--- src/rtl/rps4_req_ctrl.sv ---
// rps4_req_ctrl: request-side controller for a downstream 4-way rps4 arbiter.
// Counts pending work per requester, presents req/en to the arbiter, accepts
// a legal grant each cycle and holds the shared resource busy for
// SERVICE_CYCLES cycles after each accepted grant.
//
// Ports:
//   clock     - single clock, rising-edge state updates
//   reset     - synchronous active-high reset
//   post      - [0:3] one-cycle work-request pulses, any number of bits
//   gnt       - [0:3] grant vector from rps4 (combinational on req/en)
//   req       - [0:3] requester i has pending work
//   en        - resource free (busy timer is zero)
//   pend_cnt  - [0:7] packed 2-bit counters, bits [2i:2i+1] = requester i
//   overflow  - [0:3] sticky, a post was dropped at saturation
//   served_id - [0:1] index of the most recently accepted grant
//   err       - sticky protocol-violation flag
module rps4_req_ctrl #(
  parameter int unsigned SERVICE_CYCLES = 2
) (
  input  logic       clock,
  input  logic       reset,
  input  logic [0:3] post,
  input  logic [0:3] gnt,
  output logic [0:3] req,
  output logic       en,
  output logic [0:7] pend_cnt,
  output logic [0:3] overflow,
  output logic [0:1] served_id,
  output logic       err
);

  localparam logic [3:0] ServiceLoad = 4'(SERVICE_CYCLES);

  logic [1:0] cnt_q [4];
  logic [1:0] cnt_d [4];
  logic [3:0] timer_q, timer_d;
  logic [0:3] ovf_q, ovf_d;
  logic [0:1] sid_q, sid_d;
  logic       err_q, err_d;

  logic gnt_any, gnt_onehot, gnt_unreq, violation, accept;

  // Outputs are pure functions of registered state.
  always_comb begin
    req      = '0;
    pend_cnt = '0;
    for (int i = 0; i < 4; i++) begin
      req[i]            = (cnt_q[i] != 2'd0);
      pend_cnt[2*i +: 2] = cnt_q[i];
    end
  end

  assign en        = (timer_q == 4'd0);
  assign overflow  = ovf_q;
  assign served_id = sid_q;
  assign err       = err_q;

  // Grant legality: one-hot test is independent of the [0:3] bit ordering.
  assign gnt_any    = (gnt != 4'b0000);
  assign gnt_onehot = ((gnt & (gnt - 4'd1)) == 4'b0000);
  assign gnt_unreq  = ((gnt & ~req) != 4'b0000);
  assign violation  = gnt_any && (!en || !gnt_onehot || gnt_unreq);
  assign accept     = gnt_any && !violation;

  always_comb begin
    timer_d = (timer_q != 4'd0) ? timer_q - 4'd1 : timer_q;
    ovf_d   = ovf_q;
    sid_d   = sid_q;
    err_d   = err_q | violation;
    for (int i = 0; i < 4; i++) begin
      cnt_d[i] = cnt_q[i];
    end

    if (accept) begin
      timer_d = ServiceLoad;
    end

    for (int i = 0; i < 4; i++) begin
      if (accept && gnt[i]) begin
        sid_d = 2'(i);
        // A post arriving with its own grant cancels the decrement.
        if (!post[i]) begin
          cnt_d[i] = cnt_q[i] - 2'd1;
        end
      end else if (post[i]) begin
        if (cnt_q[i] == 2'd3) begin
          ovf_d[i] = 1'b1;
        end else begin
          cnt_d[i] = cnt_q[i] + 2'd1;
        end
      end
    end
  end

  always_ff @(posedge clock) begin
    if (reset) begin
      for (int i = 0; i < 4; i++) begin
        cnt_q[i] <= 2'd0;
      end
      timer_q <= 4'd0;
      ovf_q   <= 4'b0000;
      sid_q   <= 2'b00;
      err_q   <= 1'b0;
    end else begin
      for (int i = 0; i < 4; i++) begin
        cnt_q[i] <= cnt_d[i];
      end
      timer_q <= timer_d;
      ovf_q   <= ovf_d;
      sid_q   <= sid_d;
      err_q   <= err_d;
    end
  end

endmodule

--- config.mk ---
export PLATFORM = sky130hd
export DESIGN_NAME = rps4_req_ctrl
export DESIGN_NICKNAME = d
export VERILOG_FILES = /design/src/rtl/rps4_req_ctrl.sv
export SDC_FILE = /design/constraint.sdc
export NUM_CORES = 1
export LEC_CHECK = 0
export CAP_MARGIN = 25
export CORE_ASPECT_RATIO = 0.8
export CORE_UTILIZATION = 44
export CTS_CLUSTER_SIZE = 20
export DETAILED_ROUTE_END_ITERATION = 16
export GPL_TIMING_DRIVEN = 0
export HOLD_SLACK_MARGIN = 0.06
export PLACE_DENSITY = 0.77
export SYNTH_ARGS = -nofsm -noshare
export SYNTH_HDL_FRONTEND = slang
export SYNTH_SLANG_ARGS = --single-unit
--- constraint.sdc ---
create_clock -name clock -period 2.35 [get_ports clock]
set_input_delay 0.235 -clock clock [delete_from_list [all_inputs] [get_ports clock]]
set_output_delay 0.235 -clock clock [all_outputs]
set_load 0.05 [all_outputs]
==> insert_results.sql, run 1 <==
INSERT INTO impl_metrics (metric_group, metric, value, unit) VALUES
('critical_path', 'cp.required', '2.12', 'ns'),
('timing', 'slew_headroom', '0.664', ''),
('clock_tree', 'cts_buffer_depth', '2', ''),
('critical_path', 'worstReg2RegEnd', 'cnt_q[2][0]', ''),
('critical_path', 'cp-startpoint', 'timer_q[1]', ''),
('detailed_routing', 'wirelength', '2110', 'µm'),
('yosys', 'syn_inst', '107', ''),
('pwr', 'design_power_total', '0.910', 'mW'),
('yosys', 'synthFlopType', 'sky130_fd_sc_hd__dfxtp_1', ''),
('clock_tree', 'clock_tree.root_cell', 'sky130_fd_sc_hd__clkbuf_4', ''),
('critical_path', 'setup.worst_path.class', 'flop to output port', ''),
('critical_path', 'critPathCaptureType', 'output port', ''),
('global_routing', 'pin_count_of_the_biggest_net_entering_global_routing', '11', ''),
('yosys', 'yosysWarnings', '0', ''),
('die', 'die-area', '2280', 'µm²'),
('finish', 'num_antenna_cells', '0', ''),
('clock_tree', 'num_cts_buffers', '3', ''),
('placed_design', 'placed_cell_area', '1240', 'µm²'),
('yosys', 'share_of_the_yosys_chip_area_belonging_to_registers', '0.413', ''),
('timing', 'timing.final.crit_share', '0.964', ''),
('placed_design', 'port_buffers', '29', ''),
('clock_tree', 'cts_hold_repair.buffers', '0', ''),
('yosys', 'synth-xor-area-share', '0.00951', ''),
('global_routing', 'grt_antenna_before_repair', '0', ''),
('run_status', 'outcome', 'finished, final reports clean', ''),
('critical_path', 'largest_fanout_on_the_critical_path', '5', ''),
('pwr', 'power_density', '718', 'nW/µm²'),
('global_routing', 'grt_usage', '0.226', ''),
('yosys', 'syn_area', '921', 'µm²'),
('min_path', 'min_path_type', 'flop to flop', ''),
('detailed_routing', 'via_per_inst', '5.48', ''),
('clock_tree', 'cts_tree', 'built', ''),
('pwr', 'vdd_drop_max', '0.707', 'mV'),
('die', 'die_width', '53.2', 'µm'),
('yosys', 'mappedNetlistNets', '117', ''),
('die', 'floorplan_row_count', '14', ''),
('clock_tree', 'cts_repair_resize_count', '0', ''),
('timing', 'final.min_clock_period', '2.26', 'ns'),
('global_routing', 'grt_overflow', '0', ''),
('critical_path', 'worst_setup_path_start_kind', 'flop', ''),
('detailed_routing', 'routedWlPerCell', '12.8', 'µm'),
('finish', 'ratio_of_cells_with_drive_above_1_in_the_final_layout', '0.0857', ''),
('critical_path', 'cp.arrival', '2.03', 'ns'),
('yosys', 'compound_gate_fraction_of_synth_area', '0.270', ''),
('yosys', 'synth_edf_count', '0', ''),
('yosys', 'synth_top_cells_by_area', 'sky130_fd_sc_hd__dfxtp_1 (41%), sky130_fd_sc_hd__nor2_1 (5.7%), sky130_fd_sc_hd__a211oi_1 (4.1%), sky130_fd_sc_hd__o21ai_0 (3.8%), sky130_fd_sc_hd__nor3_1 (3.3%)', ''),
('timing', 'max_freq', '0.442', 'GHz'),
('timing', 'clock_skew', '0.000535', 'ns'),
('yosys', 'post_synth_fa_ha_maj_area_fraction', '0', ''),
('yosys', 'post_synth_arst_share', '0', ''),
('finish', 'nNetsFinal', '151', ''),
('die', 'die_h', '42.9', 'µm'),
('yosys', 'muxShareOfSynthArea', '0', ''),
('global_routing', 'grt_pass1_wl', '3680', 'µm'),
('finish', 'n_fill_cell', '186', ''),
('detailed_routing', 'route.antenna.remaining_nets', '0', ''),
('die', 'design.portCount', '30', ''),
('clock_tree', 'clk_latency', '0.31', 'ns'),
('pwr', 'total_leakage_power', '0.468', 'nW'),
('critical_path', 'worst_r2r_startpoint', 'timer_q[1]', ''),
('yosys', 'postSynthRegisterBits', '19', ''),
('min_path', 'min_to', 'overflow[0]', ''),
('yosys', 'yosysUniqueCellTypes', '33', ''),
('clock_tree', 'cts_num_sinks', '19', ''),
('detailed_routing', 'route.vias.total', '899', ''),
('detailed_routing', 'drt_iter0_drc', '9', ''),
('yosys', 'combinational_family_with_the_most_area_after_synthesis', 'simple AND/OR/NAND/NOR gates', ''),
('critical_path', 'worstRegToRegCells', '5', ''),
('yosys', 'synth_simple_gate_area_frac', '0.274', ''),
('die', 'core_region_area', '1930', 'µm²'),
('clock_tree', 'post-cts-setup-buffer-count', '0', '');
## how the worst max path moves through the flow
stage / to / slack (ns) / cells after the start
3_5_place_dp: cnt_q[2][0] / 0.20 / 6
6_report: en / 0.09 / 2
2_1_floorplan: cnt_q[1][0] / 0.14 / 5
5_1_grt: en / 0.04 / 2
3_3_place_gp: cnt_q[3][0] / 0.26 / 6
4_1_cts: en / 0.07 / 2
## per-layer routing
metal	GRT usage	share of wire
met1	0.291	0.47
met2	0.352	0.46
met3	0.0824	0.064
met4	0.0632	0.0076
met5	0	0
## per-stage QoR
step           hold slack, ns  setup slack, ns  utilization  instances
6_report                0.481           0.0851        0.658        164
5_1_grt                 0.516           0.0367        0.658        164
3_3_place_gp            0.447            0.259        0.644        160
3_5_place_dp            0.460            0.195        0.644        160
2_1_floorplan           0.419            0.137            -        107
4_1_cts                 0.489           0.0720        0.658        164
## critical path, cell delays in order, from the launching register on
cell	delay, ns
sky130_fd_sc_hd__dfxtp_1	0.38
sky130_fd_sc_hd__nor4_4	0.46
sky130_fd_sc_hd__clkdlybuf4s50_1	0.88
## cell type report
cell class                 instances  area (µm²)  share of cell area
multi-input combinational         80         510               0.403
sequential                        19         380               0.300
timing repair buffer              29         290               0.229
tap                               24        30.0              0.0237
clock buffer                       4        26.3              0.0207
inverter                           5        18.8              0.0148
buffer                             3        11.3             0.00888
## cell usage in the layout (no fill, tap or decap), types with 3 or more instances in the layout
cell	n
sky130_fd_sc_hd__clkdlybuf4s50_1	29
sky130_fd_sc_hd__dfxtp_1	19
sky130_fd_sc_hd__nor2_1	14
sky130_fd_sc_hd__o21ai_0	7
sky130_fd_sc_hd__nor3_1	6
sky130_fd_sc_hd__inv_1	5
sky130_fd_sc_hd__nand2_1	5
sky130_fd_sc_hd__a211oi_1	5
sky130_fd_sc_hd__a21oi_1	5
sky130_fd_sc_hd__clkbuf_1	4
sky130_fd_sc_hd__a31oi_1	4
sky130_fd_sc_hd__or2_2	3
sky130_fd_sc_hd__a21o_1	3
sky130_fd_sc_hd__nand2b_1	3
sky130_fd_sc_hd__clkbuf_4	3
## kinds of logic after synthesis
group           Yosys count
simple gates             43
flops                    19
compound gates           36
xor+xnor                  1
buf+inv                   8
## report_power, final
group,total [mW],switching (mW),internal [mW]
combinational,0.354,0.220,0.134
sequential,0.388,0.0390,0.349
clock,0.169,0.102,0.0664
## registers in the layout, indices dropped and copies added, names as in the netlist
signal / cells
served_id: 2
timer_q: 4
err: 1
overflow: 4
cnt_q: 8
(Power assumes the default switching activity.)
==> run 2, diff against run 1 <==
- CORE_MARGIN: default -> 5
==> insert_results.sql, run 2 (synthesis results as in run 1) <==
INSERT INTO impl_metrics (metric_group, metric, value, unit) VALUES
('critical_path', 'worst_setup_path_start_kind', 'flop', ''),
('critical_path', 'worst_r2r_startpoint', 'timer_q[1]', ''),
('critical_path', 'worstRegToRegCells', '5', ''),
('detailed_routing', 'via_per_inst', '5.61', ''),
('pwr', 'netSwitchingFraction', '0.402', ''),
('finish', 'n_fill_cell', '183', ''),
('global_routing', 'grt_antenna_before_repair', '0', ''),
('die', 'initial_utilization', '0.474', ''),
('pwr', 'clock_power_share', '0.186', ''),
('clock_tree', 'ctsHtreeMaxLevel', '1', ''),
('detailed_routing', 'drt_iter0_drc', '30', ''),
('critical_path', 'worstReg2RegEnd', 'cnt_q[2][0]', ''),
('detailed_routing', 'routedWlPerCell', '13.6', 'µm'),
('critical_path', 'setup.worst_path.end', 'en', ''),
('finish', 'multi_input_area', '510', 'µm²'),
('min_path', 'min_path_type', 'flop to flop', ''),
('critical_path', 'timing.reg2reg.setup_slack', '0.47', 'ns'),
('critical_path', 'critical_path.cell_chain', 'nor4_4, clkdlybuf4s50_1', ''),
('die', 'floorplan_row_count', '14', ''),
('placed_design', 'port_buffers', '29', ''),
('timing', 'final.min_clock_period', '2.26', 'ns'),
('clock_tree', 'cts_tree', 'built', ''),
('critical_path', 'critPathCaptureType', 'output port', ''),
('job', 'number_of_max_cap_violations', '0', ''),
('clock_tree', 'num_cts_buffers', '3', ''),
('critical_path', 'cp.arrival', '2.02', 'ns'),
('critical_path', 'crit_family', 'buffers and inverters', ''),
('die', 'die_width', '61.2', 'µm'),
('critical_path', 'setup.worst_path.class', 'flop to output port', ''),
('timing', 'final_number_of_setup_violating_endpoints', '0', ''),
('timing', 'clock_skew', '0.00612', 'ns'),
('pwr', 'internal-power', '0.546', 'mW'),
('timing', 'setup_repair_after_global_routing_missed_its_margin', 'no', ''),
('detailed_routing', 'detail_route.drc_violations', '0', ''),
('finish', 'most_common_cell_after_layout_fill_and_taps_aside', 'sky130_fd_sc_hd__clkdlybuf4s50_1', ''),
('placed_design', 'routabilityCongestion', '0.708', ''),
('pwr', 'power_frac_seq', '0.424', ''),
('finish', 'synthToLayoutAreaGrowth', '37.8', '%'),
('timing', 'fin_tns_setup', '0', 'ns'),
('critical_path', 'largest_fanout_on_the_critical_path', '5', ''),
('clock_tree', 'clk_transition_reported_paths', '0.11', 'ns'),
('die', 'die-area', '3110', 'µm²'),
('clock_tree', 'clk_latency', '0.30', 'ns'),
('finish', 'max_flop_register', 'cnt_q', ''),
('critical_path', 'worstPathBufferInverterCount', '1', ''),
('die', 'die_h', '50.9', 'µm'),
('pwr', 'power_density', '719', 'nW/µm²'),
('critical_path', 'cp_slowest_cell', 'sky130_fd_sc_hd__clkdlybuf4s50_1', ''),
('detailed_routing', 'drt-pass1-iter-count', '4', ''),
('finish', 'commonest_cells_after_routing_fill_and_taps_aside', 'sky130_fd_sc_hd__clkdlybuf4s50_1 (29), sky130_fd_sc_hd__dfxtp_1 (19), sky130_fd_sc_hd__nor2_1 (14)', ''),
('pwr', 'design_power_total', '0.913', 'mW'),
('pwr', 'total_leakage_power', '0.471', 'nW'),
('critical_path', 'cp.required', '2.12', 'ns'),
('placed_design', 'dpl.hpwl', '1720', 'µm'),
('finish', 'register_area', '380', 'µm²'),
('timing', 'max_freq', '0.443', 'GHz'),
('clock_tree', 'cts_repair_resize_count', '0', ''),
('timing', 'timing.final.crit_share', '0.961', ''),
('detailed_routing', 'route.antenna.remaining_nets', '0', ''),
('global_routing', 'grt_pass1_wl', '3820', 'µm'),
('clock_tree', 'cts_num_sinks', '19', ''),
('pwr', 'power_switching', '0.367', 'mW'),
('finish', 'ratio_of_cells_with_drive_above_1_in_the_final_layout', '0.0929', ''),
('pwr', 'vdd_drop_max', '0.496', 'mV'),
('finish', 'nNetsFinal', '151', ''),
('min_path', 'holdCritStartpoint', 'served_id[0]', ''),
('timing', 'timing_hold_violations_final', '0', ''),
('critical_path', 'worst-path-stages', '2', ''),
('timing', 'timing.final.max_slew_violations', '0', ''),
('clock_tree', 'post-cts-setup-buffer-count', '0', ''),
('run_status', 'outcome', 'finished, final reports clean', ''),
('critical_path', 'cp-startpoint', 'timer_q[1]', ''),
('global_routing', 'grt_usage', '0.158', ''),
('pwr', 'comb_power_share', '0.390', ''),
('clock_tree', 'cts_buffer_depth', '2', ''),
('global_routing', 'grt_pass1_vias', '842', ''),
('finish', 'post-route-util', '0.653', ''),
('timing', 'slew_headroom', '0.655', ''),
('detailed_routing', 'route.vias.total', '920', ''),
('finish', 'num_antenna_cells', '0', ''),
('global_routing', 'pin_count_of_the_biggest_net_entering_global_routing', '12', ''),
('critical_path', 'critical_path.max_stage_delay', '0.89', 'ns'),
('clock_tree', 'cts_hold_repair.buffers', '0', ''),
('global_routing', 'grt_overflow', '0', ''),
('die', 'design.portCount', '30', ''),
('timing', 'worst-slew-pin-transition', '0.516', 'ns'),
('die', 'core_region_area', '1940', 'µm²'),
('detailed_routing', 'wirelength', '2230', 'µm'),
('finish', 'largest_register_ffs', '8', ''),
('clock_tree', 'clock_tree.root_cell', 'sky130_fd_sc_hd__clkbuf_4', '');
## run 2: cell count changes in the layout (fill, tap and decap cells not counted), sizes merged
cell    previous run  this run
clkbuf             7         6
clkinv             0         1
## run 2: per-stage QoR
stage                     hold WS (ns)  setup WS, ns  std cells  area [µm²]
after floorplan                  0.419         0.137        107         921
after global placement           0.453         0.260        160        1240
after detailed placement         0.471         0.227        160        1240
after CTS                        0.496        0.0790        164        1270
after global routing             0.518        0.0233        164        1270
final                            0.488        0.0914        164        1270
## run 2: cell type report
| cell class | instances | area share |
|---|---|---|
| multi-input cells | 80 | 0.402 |
| flip-flops and latches | 19 | 0.300 |
| repair buffers | 29 | 0.229 |
| well taps | 24 | 0.0237 |
| clock buffers | 3 | 0.0178 |
| inverters | 5 | 0.0148 |
| plain buffers | 3 | 0.00888 |
| clock inverters | 1 | 0.00394 |
## run 2: routing by layer
metal	track usage	vias up	part of all wire
met2	0.243	29	0.47
met5	0	-	0
li1	-	464	-
met1	0.217	427	0.45
met4	0.0253	0	0
met3	0.0529	0	0.079
## run 2: power groups by stage
stage                     Combinational, mW  Clock, mW  Sequential [mW]
after global routing                  0.377      0.184            0.394
after floorplan                       0.185          0            0.451
final                                 0.356      0.170            0.387
after CTS                             0.359      0.171            0.387
after global placement                0.352          0            0.392
after detailed placement              0.358          0            0.394
## run 2: worst min-delay path, cell delays in order, from the launching register on
cell and delay [ns]:
sky130_fd_sc_hd__dfxtp_1 0.33, sky130_fd_sc_hd__nand2b_1 0.06, sky130_fd_sc_hd__o32ai_1 0.06
## run 2: worst min path at each step
stage	depth (start not counted)	slack [ns]	endpoint
6_report	2	0.49	served_id[0]
5_1_grt	2	0.52	overflow[2]
4_1_cts	2	0.50	served_id[0]
3_5_place_dp	2	0.47	overflow[2]
3_3_place_gp	2	0.45	overflow[0]
2_1_floorplan	2	0.42	served_id[0]
